<file path="config.mk">
export PLATFORM = sky130hd
export DESIGN_NAME = key_cursor_ctrl
export DESIGN_NICKNAME = d
export VERILOG_FILES = /design/src/rtl/key_cursor_ctrl.sv
export SDC_FILE = /design/constraint.sdc
export NUM_CORES = 1
export LEC_CHECK = 0
export ABC_AREA = 1
export CORE_MARGIN = 2
export CORE_UTILIZATION = 58
export DETAILED_ROUTE_END_ITERATION = 10
export PLACE_DENSITY = 0.78
export SETUP_SLACK_MARGIN = 0.3
export SLEW_MARGIN = 5
export SYNTH_ARGS = -nofsm -noshare
export SYNTH_HDL_FRONTEND = slang
export SYNTH_SLANG_ARGS = --single-unit
export TNS_END_PERCENT = 100
</file>
<file path="constraint.sdc">
create_clock -name clk -period 2.7 [get_ports clk]
set_input_delay 0.54 -clock clk [delete_from_list [all_inputs] [get_ports clk]]
set_output_delay 0.54 -clock clk [all_outputs]
set_load 0.05 [all_outputs]
</file>
<file path="src/rtl/key_cursor_ctrl.sv">
// -----------------------------------------------------------------------------
// key_cursor_ctrl
//
// Keyboard-driven cursor and two-cell selection controller for a board game.
// Level key states from a PS/2 decoder are edge-detected. Direction keys move
// a cursor with typematic auto-repeat. Enter/Esc select a first cell and then
// request a (selected cell, cursor cell) pair from the game logic through a
// valid/ready handshake.
//
// Parameters
//   BOARD_W, BOARD_H  board columns / rows (2..16)
//   REPEAT_DELAY      clk cycles from the first step to the first repeat step
//   REPEAT_PERIOD     clk cycles between later repeat steps
//   WRAP              1: cursor wraps at board edges, 0: cursor saturates
//
// Ports
//   clk, rst          clock, asynchronous active-high reset
//   op[5:0]           key levels: 0 Enter, 1 Esc, 2 left, 3 right, 4 up, 5 down
//   busy              game logic busy; key presses are discarded while high
//   cur_x, cur_y      cursor cell
//   sel_active        a first cell is selected
//   sel_x, sel_y      selected cell
//   pair_valid        pair request offered to the game logic
//   pair_ready        game logic accepts the pair
// -----------------------------------------------------------------------------
module key_cursor_ctrl #(
  parameter int BOARD_W       = 8,
  parameter int BOARD_H       = 8,
  parameter int REPEAT_DELAY  = 25_000_000,
  parameter int REPEAT_PERIOD = 5_000_000,
  parameter int WRAP          = 0
) (
  input  logic       clk,
  input  logic       rst,
  input  logic [5:0] op,
  input  logic       busy,
  output logic [3:0] cur_x,
  output logic [3:0] cur_y,
  output logic       sel_active,
  output logic [3:0] sel_x,
  output logic [3:0] sel_y,
  output logic       pair_valid,
  input  logic       pair_ready
);

  localparam int K_ENTER = 0;
  localparam int K_ESC   = 1;
  localparam int K_LEFT  = 2;
  localparam int K_RIGHT = 3;
  localparam int K_UP    = 4;
  localparam int K_DOWN  = 5;

  // The repeat counter runs 0..limit-1 for either phase, so it only has to
  // hold the larger of the two intervals.
  localparam int CNT_MAX = (REPEAT_DELAY > REPEAT_PERIOD) ? REPEAT_DELAY : REPEAT_PERIOD;
  localparam int CNT_W   = (CNT_MAX < 2) ? 1 : $clog2(CNT_MAX + 1);

  localparam logic [CNT_W-1:0] DELAY_LAST  = CNT_W'(REPEAT_DELAY - 1);
  localparam logic [CNT_W-1:0] PERIOD_LAST = CNT_W'(REPEAT_PERIOD - 1);
  localparam logic [3:0]       X_LAST      = 4'(BOARD_W - 1);
  localparam logic [3:0]       Y_LAST      = 4'(BOARD_H - 1);

  typedef enum logic [1:0] {
    ST_IDLE     = 2'd0,
    ST_SELECTED = 2'd1,
    ST_REQUEST  = 2'd2
  } state_t;

  typedef enum logic [2:0] {
    DIR_NONE  = 3'd0,
    DIR_LEFT  = 3'd1,
    DIR_RIGHT = 3'd2,
    DIR_UP    = 3'd3,
    DIR_DOWN  = 3'd4
  } dir_t;

  state_t           state, state_nxt;
  dir_t             dir, dir_nxt;
  dir_t             new_dir;
  dir_t             step_dir;
  logic [5:0]       op_q;
  logic [5:0]       press;
  logic [5:0]       press_en;
  logic [CNT_W-1:0] rep_cnt, rep_cnt_nxt;
  logic [CNT_W-1:0] rep_last;
  logic             rep_phase, rep_phase_nxt;
  logic             dir_held;
  logic             to_request;
  logic [3:0]       cur_x_nxt, cur_y_nxt;
  logic [3:0]       sel_x_nxt, sel_y_nxt;

  // One-cell move along an axis; dec selects the decrementing direction.
  function automatic logic [3:0] step_coord(input logic [3:0] pos,
                                            input logic       dec,
                                            input logic [3:0] last);
    logic [3:0] r;
    r = pos;
    if (dec) begin
      if (pos == 4'd0) r = (WRAP != 0) ? last : pos;
      else             r = pos - 4'd1;
    end else begin
      if (pos == last) r = (WRAP != 0) ? 4'd0 : pos;
      else             r = pos + 4'd1;
    end
    return r;
  endfunction

  // Press detection and direction arbitration (left > right > up > down).
  always_comb begin
    press    = op & ~op_q;
    press_en = busy ? 6'd0 : press;
    new_dir  = DIR_NONE;
    if      (press_en[K_LEFT])  new_dir = DIR_LEFT;
    else if (press_en[K_RIGHT]) new_dir = DIR_RIGHT;
    else if (press_en[K_UP])    new_dir = DIR_UP;
    else if (press_en[K_DOWN])  new_dir = DIR_DOWN;
  end

  // Selection state machine. Enter/Esc decisions use the cursor as it was
  // before any move in the same cycle; Esc outranks Enter.
  always_comb begin
    state_nxt  = state;
    sel_x_nxt  = sel_x;
    sel_y_nxt  = sel_y;
    to_request = 1'b0;
    case (state)
      ST_IDLE: begin
        if (press_en[K_ENTER] && !press_en[K_ESC]) begin
          sel_x_nxt = cur_x;
          sel_y_nxt = cur_y;
          state_nxt = ST_SELECTED;
        end
      end
      ST_SELECTED: begin
        if (press_en[K_ESC]) begin
          state_nxt = ST_IDLE;
        end else if (press_en[K_ENTER]) begin
          if (cur_x == sel_x && cur_y == sel_y) begin
            state_nxt = ST_IDLE;
          end else begin
            state_nxt  = ST_REQUEST;
            to_request = 1'b1;
          end
        end
      end
      ST_REQUEST: begin
        // pair_valid is high throughout this state, so ready alone completes it.
        if (pair_ready) state_nxt = ST_IDLE;
      end
      default: state_nxt = ST_IDLE;
    endcase
  end

  // Active direction and auto-repeat. Only the active direction's own key
  // level keeps the repeat alive; the request phase freezes the cursor.
  always_comb begin
    dir_nxt       = dir;
    rep_cnt_nxt   = rep_cnt;
    rep_phase_nxt = rep_phase;
    step_dir      = DIR_NONE;
    rep_last      = rep_phase ? PERIOD_LAST : DELAY_LAST;
    dir_held      = 1'b0;
    case (dir)
      DIR_LEFT:  dir_held = op[K_LEFT];
      DIR_RIGHT: dir_held = op[K_RIGHT];
      DIR_UP:    dir_held = op[K_UP];
      DIR_DOWN:  dir_held = op[K_DOWN];
      default:   dir_held = 1'b0;
    endcase

    if (busy || state == ST_REQUEST || to_request) begin
      dir_nxt       = DIR_NONE;
      rep_cnt_nxt   = '0;
      rep_phase_nxt = 1'b0;
    end else if (new_dir != DIR_NONE) begin
      step_dir      = new_dir;
      dir_nxt       = new_dir;
      rep_cnt_nxt   = '0;
      rep_phase_nxt = 1'b0;
    end else if (dir != DIR_NONE) begin
      if (!dir_held) begin
        dir_nxt       = DIR_NONE;
        rep_cnt_nxt   = '0;
        rep_phase_nxt = 1'b0;
      end else if (rep_cnt == rep_last) begin
        step_dir      = dir;
        rep_cnt_nxt   = '0;
        rep_phase_nxt = 1'b1;
      end else begin
        rep_cnt_nxt = rep_cnt + 1'b1;
      end
    end
  end

  // Cursor update.
  always_comb begin
    cur_x_nxt = cur_x;
    cur_y_nxt = cur_y;
    case (step_dir)
      DIR_LEFT:  cur_x_nxt = step_coord(cur_x, 1'b1, X_LAST);
      DIR_RIGHT: cur_x_nxt = step_coord(cur_x, 1'b0, X_LAST);
      DIR_UP:    cur_y_nxt = step_coord(cur_y, 1'b1, Y_LAST);
      DIR_DOWN:  cur_y_nxt = step_coord(cur_y, 1'b0, Y_LAST);
      default: begin
        cur_x_nxt = cur_x;
        cur_y_nxt = cur_y;
      end
    endcase
  end

  // Register stage: op_q samples every cycle, even while busy, so a key held
  // through busy does not register as a press afterwards.
  always_ff @(posedge clk or posedge rst) begin
    if (rst) begin
      state      <= ST_IDLE;
      dir        <= DIR_NONE;
      op_q       <= 6'd0;
      rep_cnt    <= '0;
      rep_phase  <= 1'b0;
      cur_x      <= 4'd0;
      cur_y      <= 4'd0;
      sel_x      <= 4'd0;
      sel_y      <= 4'd0;
      sel_active <= 1'b0;
      pair_valid <= 1'b0;
    end else begin
      state      <= state_nxt;
      dir        <= dir_nxt;
      op_q       <= op;
      rep_cnt    <= rep_cnt_nxt;
      rep_phase  <= rep_phase_nxt;
      cur_x      <= cur_x_nxt;
      cur_y      <= cur_y_nxt;
      sel_x      <= sel_x_nxt;
      sel_y      <= sel_y_nxt;
      sel_active <= (state_nxt != ST_IDLE);
      pair_valid <= (state_nxt == ST_REQUEST);
    end
  end

endmodule

</file>
==> results of run 1 <==
-- through the flow --
stage | setup TNS [ps] | setup slack (ps)
after floorplan | 0 | 271.2
after global placement | -990.3 | -242.6
after detailed placement | -1716 | -341.2
after CTS | 0 | 278.8
after global routing | 0 | 80.83
final | 0 | 208.7
-- routing by layer --
layer | vias to the layer above | GRT usage, %
li1 | 1617 | -
met1 | 1529 | 39.97
met2 | 92 | 43.85
met3 | 11 | 4.253
met4 | 0 | 8.070
met5 | - | 0
-- synth_stat cells (4+ instances only) --
library cell | n | share of area, %
nand2_1 | 110 | 13
inv_1 | 61 | 7.1
dfrtp_1 | 55 | 43
nor2_1 | 47 | 5.5
nand3_1 | 31 | 4.8
a21oi_1 | 25 | 3.9
o21ai_0 | 20 | 3.1
nand4_1 | 9 | 1.7
o21ai_1 | 8 | 1.2
nor3_1 | 7 | 1.1
ha_1 | 5 | 1.9
nand2_2 | 5 | 0.97
o22ai_1 | 5 | 0.97
xnor2_1 | 5 | 1.4
xor2_1 | 5 | 1.4
nor4_1 | 4 | 0.78
-- power breakdown --
| part | switching [uW] | total [uW] | internal (uW) | leakage (uW) |
|---|---|---|---|---|
| Clock | 272 | 455 | 183 | 0.0000422 |
| Sequential | 165 | 1140 | 979 | 0.000705 |
| Combinational | 1010 | 1720 | 710 | 0.00131 |
-- registers in the layout, summed over array words and instances (netlist names) --
signal / count
rep_cnt: 25
cur_y: 4
op_q: 6
pair_valid: 1
sel_active: 1
sel_y: 4
rep_phase: 1
state: 2
sel_x: 4
cur_x: 4
dir: 3
-- how the worst max path moves through the flow --
stage / startpoint / to / slack, ps
2_1_floorplan: cur_y[2]$_DFFE_PP0P_ / cur_y[3]$_DFFE_PP0P_ / 270
3_3_place_gp: busy / cur_x[3]$_DFFE_PP0P_ / -240
3_5_place_dp: busy / cur_x[3]$_DFFE_PP0P_ / -340
4_1_cts: busy / cur_x[3]$_DFFE_PP0P_ / 280
5_1_grt: busy / cur_x[3]$_DFFE_PP0P_ / 80
6_report: rep_cnt[15]$_DFFE_PP0P_ / cur_x[3]$_DFFE_PP0P_ / 210
-- layout make-up --
cell class / instances / area share [%]
Clock buffer: 7 / 1.724
Multi-Input combinational cell: 310 / 40.24
Inverter: 64 / 5.482
Sequential cell: 55 / 31.59
Tap cell: 72 / 2.034
Clock inverter: 1 / 0.1130
Timing Repair Buffer: 100 / 18.82
-- critical path, stage by stage (launching register included) --
cell	delay [ps]
dfrtp_1	410
nor2_2	130
nor3b_4	230
nand3_2	130
nor2_2	190
nand2_2	100
o21ai_4	190
nand2_4	90
ha_4	240
nand2_2	60
nand2_2	70
a31oi_4	150
inv_1	60
nand2_1	90
nand3_1	110
nand2_1	90
nand2_1	50
-- cells by family (layout without fill, tap and decap cells) --
family	after synthesis	after routing
and+or+nand+nor	224	224
buffers and inverters	69	172
AOI/OAI and AO/OA	68	68
DFF	55	55
xor gates and xnor gates	11	11
adders and majority gates	7	7
-- what timing repair did --
item                                    in CTS  in global routing
resized for setup                           20                 40
pin swaps                                   19                 25
gates cloned                                 0                  0
endpoints found under the setup margin       8                 26
buffers inserted                            21                 16
hold buffers                                 0                  0
==> flow_summary.json, run 1 <==
{
  "synth-seq-cells": 55,
  "fp.dieArea_um2": 6167,
  "synthXorXnorAreaFrac_pct": 3.417,
  "tightest_slew_ps": 600.2,
  "detailed_place.area_um2": 3906,
  "relSlewSlack_pct": 59.68,
  "synth.distinct_cells": 38,
  "status": "finished clean",
  "top_layer": "met4",
  "syn_inst": 434,
  "postLayoutCellArea_um2": 4428,
  "required_ps": 2910,
  "portBuffers": 27,
  "grt_overflow_total": 0,
  "met2WireLength_um": 3954,
  "drc": 0,
  "start_util_pct": 59.24,
  "die_x_um": 78.53,
  "peakVddDrop_mv": 0.7573,
  "final_nets": 553,
  "synth_edf_count": 0,
  "worst_setup_hold_path_clk_slew_ps": 90,
  "grt_usage_pct": 27.83,
  "synthToLayoutAreaGrowth_pct": 37.44,
  "fmax_mhz": 401.4,
  "wl_met1_um": 3953,
  "synthMuxAreaShare_pct": 0,
  "synth_top_family_by_area": "simple AND/OR/NAND/NOR gates",
  "antenna_found_initial": 0,
  "regArea_um2": 1399,
  "grt_pass1_vias": 2994,
  "dp_hpwl_um": 5801,
  "place_congestion": 0.8595,
  "routed_wl_um": 8405,
  "rsz0062_at_grt": "true",
  "core_area_um2": 5439,
  "cap_viol_max_count": 0,
  "dr_wl_met3_um": 385,
  "slew_violations": 0,
  "layout_commonest_cell": "nand2_1",
  "root_buffer": "clkbuf_8",
  "syn_area_um2": 3222,
  "post_drt_wl_per_cell_um": 13.80,
  "antenna_cells": 0,
  "hold_viol": 0,
  "crit_type": "reg -> reg",
  "placed_cells": 564,
  "async_flop_share_pct": 100.0,
  "post-route-util_pct": 81.41,
  "postRouteAntennaNets": 0,
  "grt_pass1_wl_um": 13680,
  "synth_nets": 451,
  "yosysWarnings": 0,
  "finalNonFillerCells": 609,
  "mostFrequentLayoutCells": "nand2_1 (100), buf_4 (70), inv_1 (52)",
  "worstHoldStart": "op[0]",
  "drive_above_1_share_pct": 29.61,
  "rr_startpoint": "rep_cnt[15]$_DFFE_PP0P_",
  "cts-root-to-sink-buffers": 2,
  "endpoint_kind": "flip-flop",
  "clk_latency_ps": 320,
  "cts_tree": "yes",
  "cellPowerDensity_nw_per_um2": 749.9,
  "holdWs_ps": 465.4,
  "multi_input_area_um2": 1782,
  "power.leakage_uw": 0.002054,
  "vias_per_cell": 5.335,
  "startpoint_type": "flip-flop",
  "final.setup_skew_ps": 4.616,
  "routed-via-count": 3249,
  "r2r_slack_ps": 210,
  "cts_buffers": 5,
  "nFillCells": 336,
  "yosys.area_share.simple_pct": 30.68,
  "clock_sink_count": 55,
  "synthAdderAreaFrac_pct": 3.184,
  "period_share_pct": 92.27,
  "hp-class": "in -> reg",
  "hold_path_depth": 1,
  "core.rowCount": 27,
  "postSynthAreaPerCell_um2": 7.424,
  "synth_flop_cell": "dfrtp_1",
  "fin_crit_ps": 2491,
  "critPathArrivalTime_ps": 2700,
  "grt_max_degree": 35,
  "finalSetupViolations": 0,
  "r2r-end": "cur_x[3]$_DFFE_PP0P_",
  "reg2reg_depth": 16,
  "pin_count": 28,
  "synth_compound_area_share_pct": 11.61,
  "dieHeight_um": 78.53,
  "htree_num_levels": 2,
  "holdPathEnd": "op_q[0]$_DFF_PP0_",
  "cp_max_fo": 3,
  "drt-pass1-iter-count": 6,
  "initialDrtViolationCount": 282,
  "ys_seq_area_share_pct": 42.72,
  "p_total_uw": 3321
}
Note: power is estimated with default switching activity, not from simulation.
==> inputs of run 2 (changes only) <==
--- a/config.mk
+++ b/config.mk
@@ -9,7 +9,7 @@
 export CORE_MARGIN = 2
 export CORE_UTILIZATION = 58
 export DETAILED_ROUTE_END_ITERATION = 10
-export PLACE_DENSITY = 0.78
+export PLACE_DENSITY = 0.91
 export SETUP_SLACK_MARGIN = 0.3
 export SLEW_MARGIN = 5
 export SYNTH_ARGS = -nofsm -noshare
==> run 2 against run 1 <==
Non-clock buffer count rose by 2. Count of clock-buffer cells in the layout is 1 lower. First-iteration DRC count increased to 3.3 times the previous value. Clock power rose by 8.6%. The run now ends with setup timing left. Critical path depth increased by 3. Clock skew rose by 10 ps. Register-to-register slack worse by 510 ps. Final cell count up 0.33%. Setup slack lost 510 ps. Sequential share of layout area fell by 0.19 points. Sequential cell count did not move. Total power up 7.4%.
==> flow_summary.json, run 2 (synthesis results as in run 1) <==
{
  "relSlewSlack_pct": 56.05,
  "setup_slack_ps": -300.4,
  "core.rowCount": 27,
  "routed-via-count": 3992,
  "die_x_um": 78.53,
  "layout_commonest_cell": "nand2_1",
  "p_comb_share_pct": 53.9,
  "path_buf_inv": 3,
  "dp_slack_ps": -517.9,
  "clk_latency_ps": 330,
  "hold_viol": 0,
  "antenna_found_initial": 0,
  "power.switching_uw": 1683,
  "power.leakage_uw": 0.002060,
  "tightest_slew_ps": 654.2,
  "max_stage_delay_ps": 450,
  "violations": "setup timing",
  "final.setup_skew_ps": 15.03,
  "fmax_mhz": 333.3,
  "finalSetupViolations": 4,
  "fp.dieArea_um2": 6167,
  "p_clk_share_pct": 13.9,
  "setup.worst_path.start": "rep_cnt[8]$_DFFE_PP0P_",
  "cts_buffers": 5,
  "critPathArrivalTime_ps": 3190,
  "worst_setup_hold_path_clk_slew_ps": 110,
  "cts_hold_buf": 0,
  "final_nets": 555,
  "largest-register": "rep_cnt",
  "hp-class": "in -> reg",
  "clock_sink_count": 55,
  "reg_top3": "rep_cnt: 25 flops, op_q: 6 flops",
  "postRouteAntennaNets": 0,
  "initialDrtViolationCount": 924,
  "period_share_pct": 111.1,
  "largest_reg_flops": 25,
  "dp_hpwl_um": 6073,
  "r2r_slack_ps": -300,
  "required_ps": 2890,
  "portBuffers": 27,
  "sw_frac_of_total_pct": 47.17,
  "crit_chain": "nand2_1 > inv_1 > nand3_1 > nand2_1 > inv_1 > nor2_1 > nand4_1 > nor2_2 > nor2_4 > nand2_4 > ha_4 > nand2_2 > nand2_2 > a31oi_4 > inv_2 > nand2_2 > nand3_2 > nand2_1 > nand2_1",
  "mostFrequentLayoutCells": "nand2_1 (99), buf_4 (73), inv_1 (52)",
  "startpoint_type": "flip-flop",
  "rsz0062_at_grt": "true",
  "crit_family": "simple AND/OR/NAND/NOR gates",
  "drt-pass1-iter-count": 8,
  "antenna_cells": 0,
  "cp_max_fo": 4,
  "post_drt_wl_per_cell_um": 21.43,
  "crit_type": "reg -> reg",
  "grt_pass1_wl_um": 16910,
  "status": "finished, violations left",
  "rr_startpoint": "rep_cnt[8]$_DFFE_PP0P_",
  "cellPowerDensity_nw_per_um2": 799.3,
  "grt_max_degree": 23,
  "fin_crit_ps": 3000,
  "finalNonFillerCells": 611,
  "routed_wl_um": 13090,
  "root_buffer": "clkbuf_8",
  "tns_ps": -496.5,
  "post-route-util_pct": 82.06,
  "endpoint_kind": "flip-flop",
  "worstHoldStart": "op[0]",
  "peakVddDrop_mv": 0.8282,
  "pin_count": 28,
  "place_congestion": 0.9281,
  "dieHeight_um": 78.53,
  "drc": 0,
  "vias_per_cell": 6.534,
  "synthToLayoutAreaGrowth_pct": 38.52,
  "cts-root-to-sink-buffers": 2,
  "grt_overflow_total": 0,
  "htree_num_levels": 2,
  "p_int_uw": 1885,
  "start_util_pct": 59.24,
  "core_area_um2": 5439,
  "cap_viol_max_count": 0,
  "placed_cells": 561,
  "slowest_stage": "dfrtp_1",
  "path_common_cell": "nand2_1",
  "grt_pass1_vias": 3573,
  "grt_usage_pct": 35.35,
  "power_frac_seq_pct": 32.2,
  "slew_violations": 0,
  "drive_above_1_share_pct": 31.54,
  "cts_tree": "yes"
}
[run 2: changes by cell type in the layout (fill, tap and decap cells not counted), sizes merged]
cell,change
clkinvlp,+1
buf,+3
clkdlybuf4s15,-1
inv,+1
clkinv,-1
clkbuf,-1
[run 2: path summary, 6_finish.rpt]
kind / end / cells past startpoint
max in group asynchronous: rep_cnt[7]$_DFFE_PP0P_ / 3
min in group asynchronous: state[0]$_DFF_PP0_ / 2
setup reg to reg: cur_x[3]$_DFFE_PP0P_ / 19
setup / recovery: cur_x[3]$_DFFE_PP0P_ / 19
hold / removal: op_q[0]$_DFF_PP0_ / 1
hold reg to reg: sel_x[0]$_DFFE_PP0P_ / 2
[run 2: per-stage QoR]
step / hold WS [ps] / cell area [um2] / power (uW)
after floorplan: 513.5 / 3291 / 2148
after global placement: 497.9 / 3871 / 2572
after detailed placement: 511.4 / 3871 / 2632
after CTS: 440.6 / 4178 / 3161
after global routing: 447.9 / 4463 / 3700
final: 445.2 / 4463 / 3567
[run 2: worst register-to-register path, stage by stage, from the launching register on]
cell     delay [ps]
dfrtp_1         450
nand2_1         110
inv_1           160
nand3_1         120
nand2_1         100
inv_1            60
nor2_1          110
nand4_1         300
nor2_2          260
nor2_4           70
nand2_4          80
ha_4            230
nand2_2          60
nand2_2          70
a31oi_4         200
inv_2            70
nand2_2          90
nand3_2         100
nand2_1          90
nand2_1         140
[run 2: timing repair]
| item | in CTS | in global routing |
|---|---|---|
| gates resized for setup | 36 | 36 |
| endpoints found under the hold margin | 0 | 0 |
| buffers inserted | 21 | 21 |
| setup endpoints to repair | 27 | 9 |
| pin swaps | 20 | 13 |
[run 2: area by class of cell]
type | instances | area, um2
Clock inverter | 2 | 16.27
Sequential cell | 55 | 1401
Multi-Input combinational cell | 310 | 1809
Tap cell | 72 | 90.09
Clock buffer | 6 | 72.57
Timing Repair Buffer | 102 | 830.8
Fill cell | 288 | 975.9
Inverter | 64 | 242.7
[run 2: metal layers]
metal  track usage, %  share of wire (%)  vias to the layer above
li1                 -                  -                     1606
met1            43.99                 33                     1773
met2            56.92                 44                      449
met3            6.667                 13                      164
met4            21.58                9.8                        0
met5                0                  0                        -
[run 2: power groups by stage]
| stage | clock network (uW) | logic (uW) | registers [uW] |
|---|---|---|---|
| after floorplan | 0 | 568 | 1580 |
| after global placement | 0 | 1390 | 1180 |
| after detailed placement | 0 | 1440 | 1190 |
| after CTS | 474 | 1550 | 1140 |
| after global routing | 522 | 2010 | 1160 |
| final | 494 | 1920 | 1150 |
